==> src/rtl/mem_pkg.sv <==
// Shared types and constants for the memory-stage initiator.
// Command encoding: bit1 requests a read, bit0 requests a write.
package mem_pkg;

   typedef enum logic {
      IDLE = 1'b0,
      BUSY = 1'b1
   } state_e;

   localparam int         MEM_READ_BIT  = 1;
   localparam int         MEM_WRITE_BIT = 0;
   localparam logic [1:0] WB_BUBBLE     = 2'b00;

   // Exactly one of read/write set is a real access; 11 is illegal, 00 is no access.
   function automatic logic is_mem_cmd(input logic [1:0] cmd);
      return cmd[MEM_READ_BIT] ^ cmd[MEM_WRITE_BIT];
   endfunction

   function automatic logic is_bad_cmd(input logic [1:0] cmd);
      return cmd[MEM_READ_BIT] & cmd[MEM_WRITE_BIT];
   endfunction

endpackage

==> src/rtl/mem_timeout_counter.sv <==
// Counts falling edges spent waiting for the responder; expire_o flags the edge
// on which the count would reach TIMEOUT, so the abort lands on that same edge.
module mem_timeout_counter #(
   parameter  int TIMEOUT = 15,
   localparam int CW      = $clog2(TIMEOUT + 1)
) (
   input  logic clk,
   input  logic resetN,
   input  logic clear_i,
   input  logic enable_i,
   output logic expire_o
);

   logic [CW-1:0] cnt_q, cnt_d;

   assign expire_o = enable_i && (cnt_q == CW'(TIMEOUT - 1));

   always_comb begin
      cnt_d = cnt_q;
      if (clear_i)       cnt_d = '0;
      else if (enable_i) cnt_d = cnt_q + 1'b1;
   end

   always_ff @(negedge clk or negedge resetN) begin
      if (!resetN) cnt_q <= '0;
      else         cnt_q <= cnt_d;
   end

endmodule

==> src/rtl/data_mem_initiator.sv <==
// MEM-stage initiator: turns EX/MEM load/store commands into a req/ack access to a
// variable-latency data memory, stalls upstream while busy, and registers MEM/WB.
module data_mem_initiator
   import mem_pkg::*;
#(
   parameter int DATA_WIDTH = 32,
   parameter int ADDR_WIDTH = 10,
   parameter int TIMEOUT    = 15
) (
   input  logic                  clk,
   input  logic                  resetN,
   input  logic [1:0]            writeBackControlIn,
   input  logic [1:0]            memAccessControl,
   input  logic [31:0]           resultIn,
   input  logic [DATA_WIDTH-1:0] writeData,
   input  logic [4:0]            rdIn,
   output logic                  stall,
   output logic                  memReq,
   output logic                  memWe,
   output logic [ADDR_WIDTH-1:0] memAddr,
   output logic [DATA_WIDTH-1:0] memWdata,
   input  logic                  memAck,
   input  logic [DATA_WIDTH-1:0] memRdata,
   output logic [1:0]            writeBackControlOut,
   output logic [DATA_WIDTH-1:0] readData,
   output logic [31:0]           resultOut,
   output logic [4:0]            rdOut,
   output logic                  busError,
   output logic                  cmdError
);

   state_e state_q, state_d;

   logic                  memReq_q, memReq_d;
   logic                  memWe_q, memWe_d;
   logic [ADDR_WIDTH-1:0] memAddr_q, memAddr_d;
   logic [DATA_WIDTH-1:0] memWdata_q, memWdata_d;
   logic [1:0]            wbc_q, wbc_d;
   logic [DATA_WIDTH-1:0] rdata_q, rdata_d;
   logic [31:0]           res_q, res_d;
   logic [4:0]            rd_q, rd_d;
   logic                  busErr_q, busErr_d;
   logic                  cmdErr_q, cmdErr_d;
   // Writeback fields captured at request time, replayed when the ack arrives.
   logic [1:0]            lwbc_q, lwbc_d;
   logic [31:0]           lres_q, lres_d;
   logic [4:0]            lrd_q, lrd_d;

   logic busy, addr_ok, mem_cmd, legal, illegal, tmo, cnt_en, cnt_clr;

   assign busy    = (state_q == BUSY);
   assign addr_ok = ~|resultIn[31:ADDR_WIDTH];
   assign mem_cmd = is_mem_cmd(memAccessControl);
   assign legal   = mem_cmd && addr_ok;
   assign illegal = is_bad_cmd(memAccessControl) || (mem_cmd && !addr_ok);
   assign cnt_en  = busy && !memAck;
   assign cnt_clr = !busy || memAck;

   mem_timeout_counter #(.TIMEOUT(TIMEOUT)) u_tmo (
      .clk      (clk),
      .resetN   (resetN),
      .clear_i  (cnt_clr),
      .enable_i (cnt_en),
      .expire_o (tmo)
   );

   // Held low during reset so a stale command cannot freeze the pipe.
   assign stall = resetN && (busy ? (!memAck && !tmo) : legal);

   always_comb begin
      state_d    = state_q;
      memReq_d   = memReq_q;
      memWe_d    = memWe_q;
      memAddr_d  = memAddr_q;
      memWdata_d = memWdata_q;
      wbc_d      = wbc_q;
      rdata_d    = rdata_q;
      res_d      = res_q;
      rd_d       = rd_q;
      busErr_d   = busErr_q;
      cmdErr_d   = cmdErr_q;
      lwbc_d     = lwbc_q;
      lres_d     = lres_q;
      lrd_d      = lrd_q;
      case (state_q)
         IDLE: begin
            if (legal) begin
               state_d    = BUSY;
               memReq_d   = 1'b1;
               memWe_d    = memAccessControl[MEM_WRITE_BIT];
               memAddr_d  = resultIn[ADDR_WIDTH-1:0];
               memWdata_d = writeData;
               lwbc_d     = writeBackControlIn;
               lres_d     = resultIn;
               lrd_d      = rdIn;
               wbc_d      = WB_BUBBLE;
            end else if (illegal) begin
               cmdErr_d = 1'b1;
               wbc_d    = WB_BUBBLE;
               rdata_d  = '0;
            end else begin
               wbc_d   = writeBackControlIn;
               rdata_d = '0;
               res_d   = resultIn;
               rd_d    = rdIn;
            end
         end
         BUSY: begin
            // Ack beats timeout when both land on the same edge.
            if (memAck) begin
               state_d  = IDLE;
               memReq_d = 1'b0;
               wbc_d    = lwbc_q;
               res_d    = lres_q;
               rd_d     = lrd_q;
               rdata_d  = memWe_q ? '0 : memRdata;
            end else if (tmo) begin
               state_d  = IDLE;
               memReq_d = 1'b0;
               busErr_d = 1'b1;
               wbc_d    = WB_BUBBLE;
               rdata_d  = '0;
            end else begin
               wbc_d = WB_BUBBLE;
            end
         end
         default: state_d = IDLE;
      endcase
   end

   always_ff @(negedge clk or negedge resetN) begin
      if (!resetN) state_q <= IDLE;
      else         state_q <= state_d;
   end

   always_ff @(negedge clk or negedge resetN) begin
      if (!resetN) begin
         memReq_q   <= 1'b0;
         memWe_q    <= 1'b0;
         memAddr_q  <= '0;
         memWdata_q <= '0;
         wbc_q      <= '0;
         rdata_q    <= '0;
         res_q      <= '0;
         rd_q       <= '0;
         busErr_q   <= 1'b0;
         cmdErr_q   <= 1'b0;
         lwbc_q     <= '0;
         lres_q     <= '0;
         lrd_q      <= '0;
      end else begin
         memReq_q   <= memReq_d;
         memWe_q    <= memWe_d;
         memAddr_q  <= memAddr_d;
         memWdata_q <= memWdata_d;
         wbc_q      <= wbc_d;
         rdata_q    <= rdata_d;
         res_q      <= res_d;
         rd_q       <= rd_d;
         busErr_q   <= busErr_d;
         cmdErr_q   <= cmdErr_d;
         lwbc_q     <= lwbc_d;
         lres_q     <= lres_d;
         lrd_q      <= lrd_d;
      end
   end

   assign memReq              = memReq_q;
   assign memWe               = memWe_q;
   assign memAddr             = memAddr_q;
   assign memWdata            = memWdata_q;
   assign writeBackControlOut = wbc_q;
   assign readData            = rdata_q;
   assign resultOut           = res_q;
   assign rdOut               = rd_q;
   assign busError            = busErr_q;
   assign cmdError            = cmdErr_q;

endmodule

==> config.mk <==
export PLATFORM = sky130hd
export DESIGN_NAME = data_mem_initiator
export DESIGN_NICKNAME = d
export VERILOG_FILES = /design/src/rtl/mem_pkg.sv /design/src/rtl/mem_timeout_counter.sv /design/src/rtl/data_mem_initiator.sv
export SDC_FILE = /design/constraint.sdc
export NUM_CORES = 1
export LEC_CHECK = 0
export CAP_MARGIN = 10
export CORE_ASPECT_RATIO = 2
export CORE_MARGIN = 2
export CORE_UTILIZATION = 44
export CTS_BUF_LIST = sky130_fd_sc_hd__clkbuf_4 sky130_fd_sc_hd__clkbuf_8 sky130_fd_sc_hd__clkbuf_16
export DETAILED_ROUTE_END_ITERATION = 7
export MAX_ROUTING_LAYER = met4
export PLACE_DENSITY = 0.88
export SLEW_MARGIN = 30
export SYNTH_ARGS = -nofsm -noshare
export SYNTH_HDL_FRONTEND = slang
export SYNTH_HIERARCHICAL = 1
export SYNTH_SLANG_ARGS = --single-unit
==> constraint.sdc <==
create_clock -name clk -period 2.86 [get_ports clk]
set_clock_uncertainty 0.2 [all_clocks]
set_input_delay 0.429 -clock clk [delete_from_list [all_inputs] [get_ports clk]]
set_output_delay 0.429 -clock clk [all_outputs]
set_load 0.01 [all_outputs]
-- Word-level counts from Yosys, hierarchy flattened
Cells that the tools add are included.
Widths: inputs -> output; s select.
- register bits: 161
- input bits: 108
- output and inout bits: 118
- add/subtract/negate cells: 1
- equality and inequality tests: 6
- mux-type cells: 28
- bitwise gates (word level): 5
- reduce and logical (&&, ||, !) cells: 20
- operator list (kind ; number):
    $mux 32 ; 7
    $pmux 32 s2 ; 2
    $reduce_or 22->1 ; 1
    $mux 5 ; 3
    $pmux 5 s2 ; 1
    $reduce_and 3->1 ; 3
    $mux 4 ; 2
    $ne 2x2->1 const B ; 4
    $mux 1 ; 7
    $logic_and 1x1->1 ; 6
    $mux 2 ; 3
    $reduce_and 2->1 ; 3
    $add 4x1->4 const B ; 1
    $eq 4x4->1 const B ; 1
    $logic_not 1->1 ; 4
    $pmux 1 s2 ; 2
    $pmux 2 s2 ; 1
    $ne 3x2->1 const B ; 1
    $not 1->1 ; 3
    $logic_or 1x1->1 ; 2
    $reduce_bool 2->1 ; 1
    $and 1x1->1 ; 1
    $xor 1x1->1 ; 1

-- Longest topological paths before layout
Gate-level depths: netlist (run 1).
- depth after elaboration: 7
- mapped depth: 7

-- Hierarchy
Netlist (run 1), hierarchy kept.
- by module, submodules not included (module ; times used ; cells each ; area each (µm²) ; sequential area each (µm²)):
    data_mem_initiator ; 1 ; 430 ; 5783.0 ; 3678.5
    mem_timeout_counter ; 1 ; 20 ; 222.7 ; 100.1

==> run metrics, run 1 <==
Die Span Y=169 um; cells along the critical path=inv_1, ha_2, and4_4, o32ai_4, buf_12, and2_1, buf_2; CTS tree=done; clk sinks=approximately 150; pwr/cell area=just under 500 nW/um^2; DR iter-0 viols=between 200 and 300; gr usage total=30.2%; setup violators final=approximately 260; first-pass GRT wire length=about 32 mm; syn nets=approximately 560; routed via count=5502; final net count=between 900 and 1000; largest net degree at the start of global routing=48; Distinct cells, synth=36; critical path fanouts, max=2; vias per inst=5.37; Arr. time, crit path=around 3.2 ns; Die Width=between 80 and 90 um; Non-Filler Instances=1025; drt wl/cell=around 23 um; Hold Crit Class=reg2reg; Mapped Area=about 6000 sq um; WS Path Type=reg2out; leakage=5.57 nW; WHS Path Cells=1; cell count after placement=around 840; CTS Buf Count=17; nature of the critical path endpoint=output port; hold buffers post-CTS=0; Worst EP required=roughly 2.2 ns; commonest cells after routing, fill and taps aside=dfrtn_1, buf_4, buf_2; worst slew pin tran=about 0.85 ns; instance area after placement=about 9000 sq um; Synth area leaders=dfrtn_1, mux2_2, mux2i_1; initial antenna violation count=0; clk_lat worst skew=~0.39 ns; residual DRC count=0; final wirelength=~23 mm; total of max-cap violations=0; vias in the first global route=5892; Seq cells post-synth=151; full die area=about 15000 sq um; RSZ-0062 raised after global routing=yes; outcome=complete, but fails checks; maximum vdd drop=roughly 0.44 mV; length in cells of the worst reg-to-reg path=8; total gr overflow=0; Crit-path slowest cell=dfrtn_1; Starting Density=between 40% and 50%; Worst Setup Slack, final=-0.961 ns; post-DP HPWL=around 12 mm; final hold violation count=0; top cell type's share of synthesized area=62.9%; clock root buffer=clkbuf_16; failing checks=setup timing; H-tree Lvls=4; share of layout cells above drive strength 1=between 50 and 60%; Max clock buf depth=2; Detailed Routing Iterations Pass 1=4; top cell type by total area after synthesis=dfrtn_1; Design Area, Final=~11000 sq um; R2R setup slack=approximately 0.38 ns; Filler cells=approximately 660; commonest non-fill, non-tap cell in the layout=dfrtn_1; Final Wtd Congestion=approximately 0.8; core area=13400 sq um; Place WS=-1.42 ns; I/O pin count=between 200 and 250; Syn Area/Cell=13.3 sq um; CP max stage delay=just over 0.4 ns; CTS clk-pin slew, worst paths=0.05 ns; Final Max Tran Viols=0; synthesized instance count=450; Antenna diodes=0; Rows=60; Startpoint Class=register; yosys warns=6; slew margin rel.=43.4%; Port Buffers=between 200 and 250; ANT nets after route=0; Tot Pwr=5.50 mW; post-synthesis sequential area ratio=between 60% and 70%; Layout area overhead=87.1%
## final cells by class
class,instances,area (sq um),share of cell area [%]
repair buffers,425,4050,36.1
flip-flops and latches,151,3780,33.6
multi-input cells,259,2630,23.4
clock buffers,20,454,4.04
well taps,155,194,1.73
clock inverters,12,119,1.06
inverters,3,11.3,0.100
## power breakdown
group | internal [mW] | total, mW | switching, mW
Sequential | 2.25 | 2.30 | 0.0549
Clock | 1.25 | 2.21 | 0.953
Combinational | 0.565 | 0.996 | 0.432
## cells by family after synthesis
kind of cell | Yosys count | share of synthesized area (%)
AO/OA/AOI/OAI | 79 | 9.00
multiplexers | 88 | 15.8
buffers and inverters | 40 | 4.02
AND/OR/NAND/NOR | 88 | 7.50
flip-flops | 151 | 62.9
XOR/XNOR | 1 | 0.146
adder cells (fa/ha/maj) | 3 | 0.625
## cell usage after synthesis
cell type	instances
dfrtn_1	151
mux2_2	46
nand2_1	41
o21ai_0	39
mux2i_1	37
a22o_1	32
nor2b_1	24
clkbuf_1	14
buf_4	13
buf_6	5
nor2_1	5
buf_2	4
mux2_1	4
nor4_1	4
a21oi_1	3
ha_1	3
inv_1	3
nand3_1	2
nand4_1	2
nor3_1	2
a21bo_2	1
a21o_1	1
a2bb2oi_1	1
and2_1	1
and3b_1	1
and4_1	1
buf_1	1
mux2_4	1
nand2b_1	1
nand3b_1	1
nor3_4	1
nor4b_1	1
o31ai_1	1
o32ai_2	1
or2b_1	1
xnor2_1	1
## metal layers
metal	up-vias	GRT usage (%)	share of wire [%]
met1	2793	32.4	34
met4	0	16.4	4.7
met2	244	52.3	57
li1	2389	-	-
met3	76	4.47	4.1
met5	-	-	0
## through the flow
stage                     util, %  hold WS [ns]  setup TNS, ns
after floorplan                 -         0.225         -89.06
final                        84.1         0.255        -101.25
after global routing         84.1         0.268        -115.56
after detailed placement     65.5         0.234        -201.37
after CTS                    79.5         0.234         -93.60
after global placement       65.5         0.221        -201.36
## flip-flops by register name, summed over array words and instances (netlist names), 2 cells and up
signal and count:
readData 32, u_tmo/cnt_q 4, rdOut 5, lwbc_q 2, memWdata 32, writeBackControlOut 2, resultOut 32, lres_q 23
memAddr 9, lrd_q 5
## worst max-delay path, delay by kind of cell (launching register included)
kind                     cells  cell delay, ns
flip-flops                   1            0.41
buffers and inverters        3            0.32
AND/OR/NAND/NOR              2            0.32
adder cells (fa/ha/maj)      1            0.16
AO/OA/AOI/OAI                1            0.16
## repair_timing
| action | in CTS | in global routing |
|---|---|---|
| setup endpoints to repair | 266 | 263 |
| pin swaps | 67 | 13 |
| gates cloned | 22 | 2 |
| resized for setup | 749 | 76 |
| hold endpoints to repair | 0 | 0 |
| buffers inserted | 85 | 56 |
## worst paths after layout
kind / from / end
hold reg to reg: readData[7] / readData[7]
min in group asynchronous: resetN / memAddr[7]
setup / recovery: u_tmo/cnt_q[0] / stall
setup reg to reg: busy / resultOut[26]
max in group asynchronous: resetN / lrd_q[0]
hold / removal: readData[7] / readData[7]
(Power assumes the default switching activity.)
==> inputs of run 2 (changes only) <==
--- a/config.mk
+++ b/config.mk
@@ -5,6 +5,7 @@
 export SDC_FILE = /design/constraint.sdc
 export NUM_CORES = 1
 export LEC_CHECK = 0
+export ABC_AREA = 1
 export CAP_MARGIN = 10
 export CORE_ASPECT_RATIO = 2
 export CORE_MARGIN = 2
@@ -16,5 +17,4 @@
 export SLEW_MARGIN = 30
 export SYNTH_ARGS = -nofsm -noshare
 export SYNTH_HDL_FRONTEND = slang
-export SYNTH_HIERARCHICAL = 1
 export SYNTH_SLANG_ARGS = --single-unit
==> run 2 against run 1 <==
  * The run still ends with setup timing left
  * Final cell count increased by 22%
  * Wire length increased by 6.2%
  * First-iteration DRC count grew 45%
  * Setup slack better by 0.31 ns
  * Critical path depth fell by 2
  * Clock power increased by 10%
  * Count of clock-buffer cells in the layout down 1
  * Sequential cell count stayed put
  * Critical path type unchanged
  * Critical endpoint unchanged
==> run metrics, run 2 <==
Arr. time, crit path=2.88 ns (-0.31 ns); maximum vdd drop=0.510 mV (+16%); cells along the critical path=inv_2, nor2_2, nand2_2, a21boi_2, buf_2; total of max-cap violations=0 (unchanged); largest net degree at the start of global routing=42 (-13%); Mapped Area=6100 sq um (+1.6%); Worst Setup Slack, final=-0.654 ns (+0.307 ns); clock root buffer=clkbuf_16; top cell type's share of synthesized area=61.9% (-0.99 points); full die area=14900 sq um (+1.5%); total gr overflow=0 (unchanged); critical path fanouts, max=4 (+2); H-tree Lvls=4 (unchanged); R2R setup slack=-0.62 ns (-1.00 ns); ANT nets after route=0 (unchanged); Starting Density=45.2% (+0.21 points); CTS tree=done; Hold Crit Class=reg2reg; CP max stage delay=0.43 ns (+0.02 ns); syn nets=804 (+43%); core area=13500 sq um (+1.1%); post-synthesis sequential area ratio=61.9% (-0.99 points); gr usage total=29.5% (-0.62 points); Detailed Routing Iterations Pass 1=5 (+1); Main synth FF type=dfrtn_1; CTS clk-pin slew, worst paths=0.05 ns (about the same); Worst Hold End=readData[12]; share of layout cells above drive strength 1=48.2% (-9.5 points); pwr/cell area=495 nW/um^2 (+0.98%); initial antenna violation count=1 (+1); Final Wtd Congestion=0.866 (+8.2%); Port Buffers=225 (unchanged); yosys warns=0 (-6); Design Area, Final=11500 sq um (+2.2%); cell with the most instances after synthesis=nand2_1; Startpoint Class=register; commonest non-fill, non-tap cell in the layout=nand2_1; Rows=60 (unchanged); Finished Core Util=85.0% (+0.88 points); length in cells of the worst reg-to-reg path=22 (+14); vias in the first global route=6192 (+5.1%); outcome=complete, but fails checks; Die Width=87.3 um (+0.76%); first-pass GRT wire length=32.3 mm (+0.39%); final hold violation count=0 (unchanged); setup violators final=262 (unchanged); slew margin rel.=68.3% (+25 points); Final Max Tran Viols=0 (unchanged); Non-Filler Instances=1250 (+22%); top cells by count, synth=nand2_1, dfrtn_1, nor2_1; WS Path Type=reg2out; leakage=6.01 nW (+7.9%); Seq. cell area=3780 sq um (unchanged); commonest cells after routing, fill and taps aside=nand2_1, dfrtn_1, buf_4; Synth area leaders=dfrtn_1, nand2_1, nor2_1; FF-to-FF Start=u_tmo.cnt_q[1]; synthesized instance count=693 (+54%); nature of the critical path endpoint=output port; hold buffers post-CTS=0 (unchanged); setup_tns=-60.52 ns (+40.74 ns); Crit path max-delay family=flip-flops; Place WS=-1.28 ns (+0.135 ns); end of the worst register-to-register path=memReq; post-DP HPWL=12.1 mm (+2.7%); final wirelength=24.9 mm (+6.2%); CP Buf/Inv Count=2 (-1); EDFF count, synth=0 (unchanged); RSZ-0062 raised after global routing=yes; residual DRC count=0 (unchanged); hold path start=readData[12]; vias per inst=5.21 (-2.9%); top cell type by total area after synthesis=dfrtn_1; clk sinks=151 (unchanged); Max clock buf depth=2 (unchanged); area occupied by multi-input gates=2640 sq um (+0.43%); WHS Path Cells=2 (+1); DR iter-0 viols=416 (+45%); Die Span Y=171 um (+0.78%); instance area after placement=8810 sq um (+0.57%); cell count after placement=1082 (+28%); failing checks=setup timing; CTS Buf Count=17 (unchanged); Worst EP required=2.23 ns (about the same); Syn Area/Cell=8.81 sq um (-34%); final net count=1192 (+23%); Tot Pwr=5.68 mW (+3.2%); asr flop ratio synth=100% (unchanged); drt wl/cell=19.9 um (-13%); Layout area overhead=88.1%; Crit-path slowest cell=dfrtn_1; Distinct cells, synth=23 (-36%); Filler cells=653 (-0.91%); final hold slack=0.216 ns (-0.0391 ns); clk_lat worst skew=0.39 ns (about the same); I/O pin count=226 (unchanged); routed via count=6512 (+18%); worst slew pin tran=0.475 ns (-0.374 ns); Seq cells post-synth=151 (unchanged)
run 2: cell count changes in the layout (fill, tap and decap cells not counted), sizes merged, moves of 5 or more:
cell         change
nand2          +286
nor2            +73
mux2            -51
a31oi           +37
mux2i           -37
o21ai           -34
a22o            -32
inv             +28
nor2b           -24
dlygate4sd2     -10
buf              -5
run 2: cells by family (layout without fill, tap and decap cells):
| kind of cell | Yosys count | count (layout) | share of synthesized area (%) |
|---|---|---|---|
| flip-flops | 151 | 151 | 61.9 |
| XOR/XNOR | 2 | 2 | 0.287 |
| AO/OA/AOI/OAI | 47 | 47 | 4.70 |
| AND/OR/NAND/NOR | 412 | 413 | 25.7 |
| adder cells (fa/ha/maj) | 3 | 3 | 0.615 |
| other | 0 | 1 | 0 |
| buffers and inverters | 78 | 478 | 6.81 |
run 2: worst max path at each step:
stage	from	endpoint	slack, ns	depth (start not counted)
2_1_floorplan	resultIn[27]	lres_q[11]	-0.31	9
3_3_place_gp	resultIn[30]	lres_q[19]	-1.21	11
3_5_place_dp	resultIn[30]	lres_q[27]	-1.28	11
4_1_cts	u_tmo.cnt_q[0]	stall	-0.64	6
5_1_grt	busy	stall	-0.73	5
6_report	busy	stall	-0.65	5
run 2: final cells by class:
class	instances	area share (%)
clock inverters	13	1.69
repair buffers	414	35.7
inverters	32	1.13
well taps	155	1.69
diodes	1	0.0218
clock buffers	19	3.89
multi-input cells	465	23.0
flip-flops and latches	151	32.9
run 2: timing repair:
action | CTS | global route
pin swaps | 42 | 37
gates cloned | 20 | 11
setup endpoints to repair | 264 | 264
setup buffers | 60 | 59
gates resized for setup | 709 | 192
run 2: worst min-delay path: cells and delay by family, from the launching register on:
kind | cells | cell delay, ns
flops | 1 | 0.40
simple gates | 2 | 0.10
run 2: power by group:
group	switching [mW]	leakage (nW)	internal (mW)	total [mW]
logic	0.413	3.82	0.508	0.920
registers	0.0680	1.88	2.25	2.32
clock network	0.933	0.306	1.51	2.44
total	1.41	6.01	4.26	5.68
run 2: metal layers:
layer,up-vias,global-route usage (%),wire length [um]
met1,3216,30.5,8150
met3,89,5.21,1170
met4,0,12.6,1210
met5,-,-,0
met2,292,53.5,14300
li1,2915,-,-
